--- config.mk ---
export PLATFORM = sky130hd
export DESIGN_NAME = byte_inst_sequencer_flat
export DESIGN_NICKNAME = d
export VERILOG_FILES = /design/src/rtl/byte_inst_sequencer_if.sv /design/src/rtl/byte_inst_sequencer.sv /design/src/flat_wrapper.sv
export SDC_FILE = /design/constraint.sdc
export NUM_CORES = 1
export LEC_CHECK = 0
export ABC_AREA = 1
export ABC_CLOCK_PERIOD_IN_PS = 3000
export BUFFER_PORTS_ARGS = -buffer_cell sky130_fd_sc_hd__buf_2
export CORE_ASPECT_RATIO = 0.75
export CORE_MARGIN = 2
export CORE_UTILIZATION = 60
export CTS_BUF_LIST = sky130_fd_sc_hd__clkbuf_8
export DETAILED_ROUTE_END_ITERATION = 8
export GPL_TIMING_DRIVEN = 0
export PLACE_DENSITY = 0.8
export SLEW_MARGIN = 5
export SYNTH_ARGS = -nofsm -noshare
export SYNTH_HDL_FRONTEND = slang
export SYNTH_SLANG_ARGS = --single-unit
--- constraint.sdc ---
create_clock -name clk -period 3 [get_ports clk]
set_clock_uncertainty 0.1 [all_clocks]
set_input_delay 0.6 -clock clk [delete_from_list [all_inputs] [get_ports clk]]
set_output_delay 0.6 -clock clk [all_outputs]
set_load 0.02 [all_outputs]
--- src/rtl/byte_inst_sequencer_if.sv ---
// Instruction handshake plus the byte_manip drive/return bus around byte_inst_sequencer.
interface byte_inst_sequencer_if #(
    parameter int DATA_W = 16
);
    logic [15:0]       inst;
    logic              inst_valid;
    logic              inst_ready;
    logic [2:0]        bm_op;
    logic [DATA_W-1:0] bm_dst_in;
    logic [7:0]        bm_byte;
    logic              bm_E;
    logic [DATA_W-1:0] bm_dst_out;
    logic              done;
    logic              illegal;

    modport slave (
        input  inst, inst_valid, bm_dst_out,
        output inst_ready, bm_op, bm_dst_in, bm_byte, bm_E, done, illegal
    );

    modport master (
        output inst, inst_valid, bm_dst_out,
        input  inst_ready, bm_op, bm_dst_in, bm_byte, bm_E, done, illegal
    );
endinterface

--- src/rtl/byte_inst_sequencer.sv ---
// Accepts one byte-manipulation instruction at a time, feeds byte_manip from a register
// bank and writes its result back: IDLE -> DECODE -> EXEC -> WB (illegal words skip EXEC).
module byte_inst_sequencer #(
    parameter int unsigned       NREG    = 8,
    parameter int unsigned       DATA_W  = 16,
    parameter logic [DATA_W-1:0] RST_VAL = '0
) (
    input  logic                    clk,
    input  logic                    rst_n,
    byte_inst_sequencer_if.slave    bus,
    input  logic [$clog2(NREG)-1:0] dbg_addr,
    output logic [DATA_W-1:0]       dbg_data
);
    localparam logic [2:0]  OP_SWPB     = 3'd4;
    localparam logic [12:0] SWPB_PREFIX = 13'b0100_1101_1000_0;

    typedef enum logic [1:0] {IDLE, DECODE, EXEC, WB} state_t;

    typedef struct packed {
        logic       legal;
        logic [2:0] op;
        logic [7:0] imm;
        logic [2:0] dst;
    } dec_t;

    function automatic dec_t decode(input logic [15:0] w);
        dec_t d;
        d.legal = 1'b0;
        d.op    = 3'd0;
        d.imm   = 8'd0;
        d.dst   = w[2:0];
        if (w[15:13] == 3'b011) begin
            d.legal = 1'b1;
            d.op    = {1'b0, w[12:11]};
            d.imm   = w[10:3];
        end else if (w[15:3] == SWPB_PREFIX) begin
            d.legal = 1'b1;
            d.op    = OP_SWPB;
        end
        return d;
    endfunction

    state_t            state, state_d;
    logic [DATA_W-1:0] bank [NREG];
    logic [15:0]       inst_p0;
    logic [2:0]        dst_p1;
    logic [DATA_W-1:0] result_p2;
    logic              illegal_q;
    logic [2:0]        bm_op_q;
    logic [7:0]        bm_byte_q;
    logic [DATA_W-1:0] bm_dst_in_q;
    logic              inst_ready_c, bm_e_c, done_c, illegal_c;
    logic              accept, wb_en;
    dec_t              dec;

    assign dec    = decode(inst_p0);
    assign accept = bus.inst_valid && inst_ready_c;
    assign wb_en  = done_c && !illegal_q;

    always_ff @(posedge clk or negedge rst_n) begin
        if (!rst_n) begin
            state <= IDLE;
        end else begin
            state <= state_d;
        end
    end

    always_comb begin
        state_d      = state;
        inst_ready_c = 1'b0;
        bm_e_c       = 1'b0;
        done_c       = 1'b0;
        illegal_c    = 1'b0;
        case (state)
            IDLE: begin
                inst_ready_c = 1'b1;
                if (bus.inst_valid) state_d = DECODE;
            end
            DECODE: state_d = dec.legal ? EXEC : WB;
            EXEC: begin
                bm_e_c  = 1'b1;
                state_d = WB;
            end
            WB: begin
                done_c    = 1'b1;
                illegal_c = illegal_q;
                state_d   = IDLE;
            end
            default: state_d = IDLE;
        endcase
    end

    // Stage p0: instruction latched at accept; p1: destination index from decode;
    // p2: byte_manip result captured at the end of EXEC.
    always_ff @(posedge clk) begin
        if (accept)           inst_p0   <= bus.inst;
        if (state == DECODE)  dst_p1    <= dec.dst;
        if (state == EXEC)    result_p2 <= bus.bm_dst_out;
    end

    // byte_manip operands only move on the DECODE->EXEC edge, so they are stable
    // for the whole EXEC cycle and hold afterwards.
    always_ff @(posedge clk or negedge rst_n) begin
        if (!rst_n) begin
            bm_op_q     <= 3'd0;
            bm_byte_q   <= 8'd0;
            bm_dst_in_q <= '0;
            illegal_q   <= 1'b0;
        end else if (state == DECODE) begin
            illegal_q <= !dec.legal;
            if (dec.legal) begin
                bm_op_q     <= dec.op;
                bm_byte_q   <= dec.imm;
                bm_dst_in_q <= bank[dec.dst];
            end
        end
    end

    // Stage WB: register bank write; illegal words retire without touching it.
    always_ff @(posedge clk or negedge rst_n) begin
        if (!rst_n) begin
            for (int i = 0; i < int'(NREG); i++) bank[i] <= RST_VAL;
        end else if (wb_en) begin
            bank[dst_p1] <= result_p2;
        end
    end

    assign bus.inst_ready = inst_ready_c;
    assign bus.bm_op      = bm_op_q;
    assign bus.bm_byte    = bm_byte_q;
    assign bus.bm_dst_in  = bm_dst_in_q;
    assign bus.bm_E       = bm_e_c;
    assign bus.done       = done_c;
    assign bus.illegal    = illegal_c;
    assign dbg_data       = bank[dbg_addr];
endmodule
--- src/flat_wrapper.sv ---
// flat-port wrapper written by rule: the top's interface ports become plain ports
module byte_inst_sequencer_flat 
#(
    parameter int unsigned       NREG    = 8,
    parameter int unsigned       DATA_W  = 16,
    parameter logic [DATA_W-1:0] RST_VAL = '0
)
  (clk, rst_n, dbg_addr, dbg_data, bus_inst, bus_inst_valid, bus_bm_dst_out, bus_inst_ready, bus_bm_op, bus_bm_dst_in, bus_bm_byte, bus_bm_E, bus_done, bus_illegal);
  byte_inst_sequencer_if #(.DATA_W(DATA_W)) bus_i ();
  input  logic clk;
  input  logic rst_n;
  input  logic [$clog2(NREG)-1:0] dbg_addr;
  output logic [DATA_W-1:0] dbg_data;
  input wire logic [$bits(bus_i.inst)-1:0] bus_inst;
  input wire logic [$bits(bus_i.inst_valid)-1:0] bus_inst_valid;
  input wire logic [$bits(bus_i.bm_dst_out)-1:0] bus_bm_dst_out;
  output wire logic [$bits(bus_i.inst_ready)-1:0] bus_inst_ready;
  output wire logic [$bits(bus_i.bm_op)-1:0] bus_bm_op;
  output wire logic [$bits(bus_i.bm_dst_in)-1:0] bus_bm_dst_in;
  output wire logic [$bits(bus_i.bm_byte)-1:0] bus_bm_byte;
  output wire logic [$bits(bus_i.bm_E)-1:0] bus_bm_E;
  output wire logic [$bits(bus_i.done)-1:0] bus_done;
  output wire logic [$bits(bus_i.illegal)-1:0] bus_illegal;
  assign bus_i.inst = bus_inst;
  assign bus_i.inst_valid = bus_inst_valid;
  assign bus_i.bm_dst_out = bus_bm_dst_out;
  assign bus_inst_ready = bus_i.inst_ready;
  assign bus_bm_op = bus_i.bm_op;
  assign bus_bm_dst_in = bus_i.bm_dst_in;
  assign bus_bm_byte = bus_i.bm_byte;
  assign bus_bm_E = bus_i.bm_E;
  assign bus_done = bus_i.done;
  assign bus_illegal = bus_i.illegal;
  byte_inst_sequencer #(.NREG(NREG), .DATA_W(DATA_W), .RST_VAL(RST_VAL)) u_core (.clk(clk), .rst_n(rst_n), .bus(bus_i), .dbg_addr(dbg_addr), .dbg_data(dbg_data));
endmodule
After elaboration in Yosys (flattened, before gate mapping)
Index checks and enable logic that the tools add are counted.
{ "classes": {"n_lt_le_gt_ge": 4, "n_eq_ne": 6, "mux": 19, "n_bitwise": 3, "reduce_logical": 7} }
{ "op_table": {"columns": ["operator", "n"], "rows": [
  ["$bwmux W128", 1],
  ["$bmux W16 S3", 2],
  ["$mux W16", 5],
  ["$demux W16 S3", 1],
  ["$eq A13 B12 Y1 const B", 1],
  ["$ge A4 B4 Y1 const B", 3],
  ["$not A3 Y4", 3],
  ["$mux W4", 2],
  ["$mux W8", 1],
  ["$pmux W2 S4", 1],
  ["$mux W1", 5],
  ["$eq A2 B2 Y1 const B", 2],
  ["$lt A4 B1 Y1 const B", 1],
  ["$eq A3 B2 Y1 const B", 1],
  ["$logic_and A1 B1 Y1", 3],
  ["$eq A2 B1 Y1 const B", 1],
  ["$logic_not A1 Y1", 2],
  ["$logic_not A2 Y1", 1],
  ["$mux W2", 1],
  ["$ne A2 B2 Y1 const B", 1],
  ["$reduce_and A2 Y1", 1]
]} }
{ "totals": {"regBits": 193, "inputBits": 38, "out_inout_bits": 47} }

Depth between registers and ports, before layout
{ "depth": {"depth_word": 6, "mapped_depth": 9, "depth_no_buf": 8} }

Least setup slack after synthesis
No wires, ideal clock.
{ "synth_path": {"kind": "input to output", "startpoint": "input port dbg_addr[0]", "endpoint": "output port dbg_data[10]", "arrival_ps": 1422, "required_ps": 2300, "path_slack_ps": 878, "path_stages": 6, "n_path_buf": 1, "path_cell_list": "inv_2 > clkbuf_1 > a21oi_1 > o21ai_0 > nand2_1 > o21a_1"} }
{ "synth_via": {"elab_chain_cells": 4} }
{ "synth_rtl": {"columns": ["element", "line_no", "source"], "rows": [
  ["from (decl)", "flat_wrapper.sv:12", "input logic [$clog2(NREG)-1:0] dbg_addr;"],
  ["$not A3 Y4 (implied by the code)", "byte_inst_sequencer.sv:135", "assign dbg_data = bank[dbg_addr];"],
  ["$bmux W16 S3", "byte_inst_sequencer.sv:135", null],
  ["$mux W16 (implied by the code) (2 in a row)", "byte_inst_sequencer.sv:135", null],
  ["to (decl)", "flat_wrapper.sv:13", "output logic [DATA_W-1:0] dbg_data;"]
]} }
No other way between the ends. The select of a mux whose other input is x is not followed.

Worst setup path after layout
{ "layout_path": {"startpoint": "input port dbg_addr[0]", "endpoint": "output port dbg_data[6]"} }
Same word-level chain as after synthesis.

==> implementation parameters <==
Parameter                              Value

Run status
  Outcome    finished clean

Critical path
  Critical path type    in -> out
  Worst-path maximum fanout    10
  Kind of start point of the critical path    input port
  Slowest cell delay on critical path    440 ps
  Critical path, cell by cell    buf_2, inv_2, clkbuf_1, a21oi_1, o21ai_0, nand2_1, o21a_1, buf_2
  Required @ worst endpoint    2300 ps
  Buffer and inverter count on the worst path    4
  Family of cells with the greatest summed delay on the critical path    buffers and inverters
  Crit end category    output pin
  Most repeated library cell on the critical path    sky130_fd_sc_hd__buf_2
  CP max stage cell    sky130_fd_sc_hd__clkbuf_1
  Worst EP arrival    around 2200 ps

Floorplanning
  Die area    between 15,000 and 20,000 µm²
  Placement row count    40
  Initial Util    61.32%
  Height of the die    ~110 µm
  I/O pins    85
  Placeable core region    about 16,000 µm²
  Die Width    151.5 µm

Clock tree
  Num CTS Buffers    17
  CTS Root Buffer Type    sky130_fd_sc_hd__clkbuf_8
  H-tree level count    4
  Clock latency of the later-clocked register in the worst-skew pair    around 500 ps
  Clock-pin transition on the worst setup and hold timing paths    between 100 and 150 ps
  Clock net sink count    193
  Post-CTS setup buffer count    0
  Maximum root-to-sink buffer count    2
  Clock tree from TritonCTS    done
  Resize count post-CTS    0

Timing
  Worst-margin pin slew    around 970 ps
  Count of pins over their slew limit    0
  Share of the clock period used by the worst path    between 90% and 100%
  Time the final worst path needs with I/O delays and setup    2857 ps
  Hold Vio Cnt, Final    0
  Number of failing setup endpoints in the final timing report    0
  Worst slew margin    a little over a third
  Final-layout worst hold slack    roughly 160 ps
  Crit path setup slack, layout    roughly 140 ps
  FMAX    0.3500 GHz
  Unrepaired setup endpoints after global routing    false

Synthesis
  Number of nets in the synthesized netlist    roughly 1,300
  Area share of the largest cell type after synthesis    40.39%
  Syn avg cell area    about 7.8 µm²
  Netlist Area Pre-Place    9789 µm²
  Top post-synthesis cells by area    sky130_fd_sc_hd__dfrtp_1 (40%), sky130_fd_sc_hd__nand2_1 (16%), sky130_fd_sc_hd__edfxtp_1 (11%)
  #FFs+latches synth    about 190
  Number of distinct standard cells referenced by the synthesized netlist    26
  Mapped Cells    1,262
  Portion of the post-synthesis area used by sequential elements    51.12%
  Syn. warnings    0
  Yosys top cell by area    sky130_fd_sc_hd__dfrtp_1

Final layout
  Area occupied by multi-input gates    between 3000 and 4000 µm²
  Sequential cell area    5005 µm²
  Post-layout utilization of the core    68.68%
  Antenna diode count    0
  Design Area, Final    about 11,000 µm²
  Total number of nets in the final design    around 1,400
  Most frequent standard cell in the layout excluding fill and tap cells    sky130_fd_sc_hd__nand2_1
  Filler cells    between 1,000 and 1,500
  Area growth from synthesis to layout    12.01%
  Most used cells in the layout excluding fill and tap cells    sky130_fd_sc_hd__nand2_1 (418), sky130_fd_sc_hd__o21ai_0 (168), sky130_fd_sc_hd__inv_1 (161), sky130_fd_sc_hd__dfrtp_1 (158), sky130_fd_sc_hd__buf_2 (121)
  Layout cell share with drive strength beyond 1    13.78%

GRT
  Global Route Usage Sum    35.14%
  Leftover overflow at the end of global routing    0
  Wire length of the first global-routing pass    45.35 mm
  Initial antenna violation count    0
  Via count of the first global-routing pass    between 8,000 and 9,000
  Pin count of the biggest net entering global routing    around 100

Routing
  Wire length per cell    about 19 µm
  Final ANT Viol Nets    0
  Number of vias per cell    just under 6
  Pre-Repair DR Iteration Count    8
  Count of routing violations after the opening detailed-route iteration    approximately 1,400
  Final routed DRC violation total    0
  Routed Wire Length    roughly 29 mm
  Total number of vias    9,263

Placement
  Final GP Congestion    1.014
  PortBufs    83
  Detailed-placement wirelength estimate    roughly 21 mm
  Setup slack after placement    234.2 ps
  Area post-placement    ~11,000 µm²

Pwr
  Leak pwr    between 5 and 6 nW
  Worst-case vdd ir drop    approximately 0.70 mV
  Ratio of total power to cell area    ~960 nW/µm²

Hold path
  Class of the tightest hold or removal check    in -> reg

Flow run
  Maxcap violations    0
==> path summary, 6_finish.rpt <==
path                                                   from                                   end  slack (ps)  cells past startpoint
worst max register to register  u_core.inst_p0[0]$_DFFE_PP_  u_core.bus.bm_dst_in[10]$_DFFE_PN0P_         950                      9
worst min register to register  u_core.inst_p0[2]$_DFFE_PP_            u_core.dst_p1[2]$_DFFE_PP_         350                      0
worst min-delay path                     bus_bm_dst_out[11]        u_core.result_p2[11]$_DFFE_PP_         160                      1
worst max-delay path                            dbg_addr[0]                           dbg_data[6]         140                      8
max in group asynchronous                             rst_n          u_core.bank[127]$_DFFE_PN0P_        1430                      3
min in group asynchronous                             rst_n           u_core.bank[38]$_DFFE_PN0P_         500                      2
==> flip-flops by register name (all words and copies together), names as in the netlist <==
signal                flops
u_core.illegal_q          1
u_core.result_p2         16
u_core.inst_p0           16
u_core.bank             128
u_core.bus.bm_byte        8
u_core.bus.bm_dst_in     16
u_core.dst_p1             3
u_core.state              2
u_core.bus.bm_op          3
==> report_power, final <==
group | switching [mW] | leakage [nW] | internal [mW] | total [mW]
combinational | 2.73 | 2.94 | 1.30 | 4.03
sequential | 0.750 | 2.40 | 3.87 | 4.62
clock | 1.05 | 0.223 | 0.866 | 1.92
total | 4.53 | 5.56 | 6.04 | 10.6
==> timing repair <==
item,in CTS,in global routing
endpoints found under the hold margin,55,0
hold buffers,1,0
endpoints found under the setup margin,0,0
==> layout make-up <==
class,count,area share [%]
Multi-Input combinational cell,827,34.60
Timing Repair Buffer,85,4.222
Clock buffer,17,2.134
Buffer,76,3.355
Tap cell,210,2.396
Clock inverter,15,1.974
Sequential cell,193,45.64
Inverter,166,5.682
==> cell usage after synthesis <==
cell type and n:
sky130_fd_sc_hd__nand2_1 418, sky130_fd_sc_hd__o21ai_0 168, sky130_fd_sc_hd__inv_1 161, sky130_fd_sc_hd__dfrtp_1 158, sky130_fd_sc_hd__nand3_1 109, sky130_fd_sc_hd__a21oi_1 67, sky130_fd_sc_hd__buf_2 39, sky130_fd_sc_hd__edfxtp_1 35
sky130_fd_sc_hd__clkbuf_1 27, sky130_fd_sc_hd__o21a_1 16, sky130_fd_sc_hd__o21ai_2 14, sky130_fd_sc_hd__o21ai_1 12, sky130_fd_sc_hd__nor2_1 8, sky130_fd_sc_hd__inv_2 5, sky130_fd_sc_hd__buf_1 4, sky130_fd_sc_hd__ha_1 4
sky130_fd_sc_hd__buf_4 3, sky130_fd_sc_hd__buf_6 3, sky130_fd_sc_hd__nor3_4 3, sky130_fd_sc_hd__nor2_2 2, sky130_fd_sc_hd__nand2_2 1, sky130_fd_sc_hd__nand2_4 1, sky130_fd_sc_hd__nand3_2 1, sky130_fd_sc_hd__nand3_4 1
sky130_fd_sc_hd__nand3b_1 1, sky130_fd_sc_hd__or2_2 1
==> metal layers <==
| layer | up-vias | wire length (µm) | GRT usage (%) |
|---|---|---|---|
| met5 | - | 55 | 2.647 |
| met4 | 2 | 683 | 10.00 |
| met3 | 82 | 4371 | 13.19 |
| met2 | 702 | 12180 | 49.95 |
| met1 | 4255 | 12160 | 50.52 |
| li1 | 4222 | - | - |
==> kinds of logic (layout without fill, tap and decap cells) <==
kind of cell               count (synthesis)  after routing  synth area share [%]
DFF                                      193            193                 51.12
adders and majority gates                  4              4                0.5113
AOI/OAI and AO/OA                        277            277                 15.11
and+or+nand+nor                          546            546                 23.13
buffers and inverters                    242            359                 10.12
==> worst register-to-register path, delay by kind of cell, from the launching register on <==
family,cells,cell delay (ps)
buffers and inverters,2,740
flip-flops,1,450
AND/OR/NAND/NOR,7,650
==> through the flow <==
| step | power (mW) | setup TNS (ps) | std cells |
|---|---|---|---|
| after floorplan | 7.145 | 0 | 1262 |
| after global placement | 8.312 | -177290 | 1555 |
| after detailed placement | 8.504 | 0 | 1556 |
| after CTS | 10.43 | 0 | 1589 |
| after global routing | 11.24 | 0 | 1589 |
| final | 10.57 | 0 | 1589 |
(Power assumes the default switching activity.)
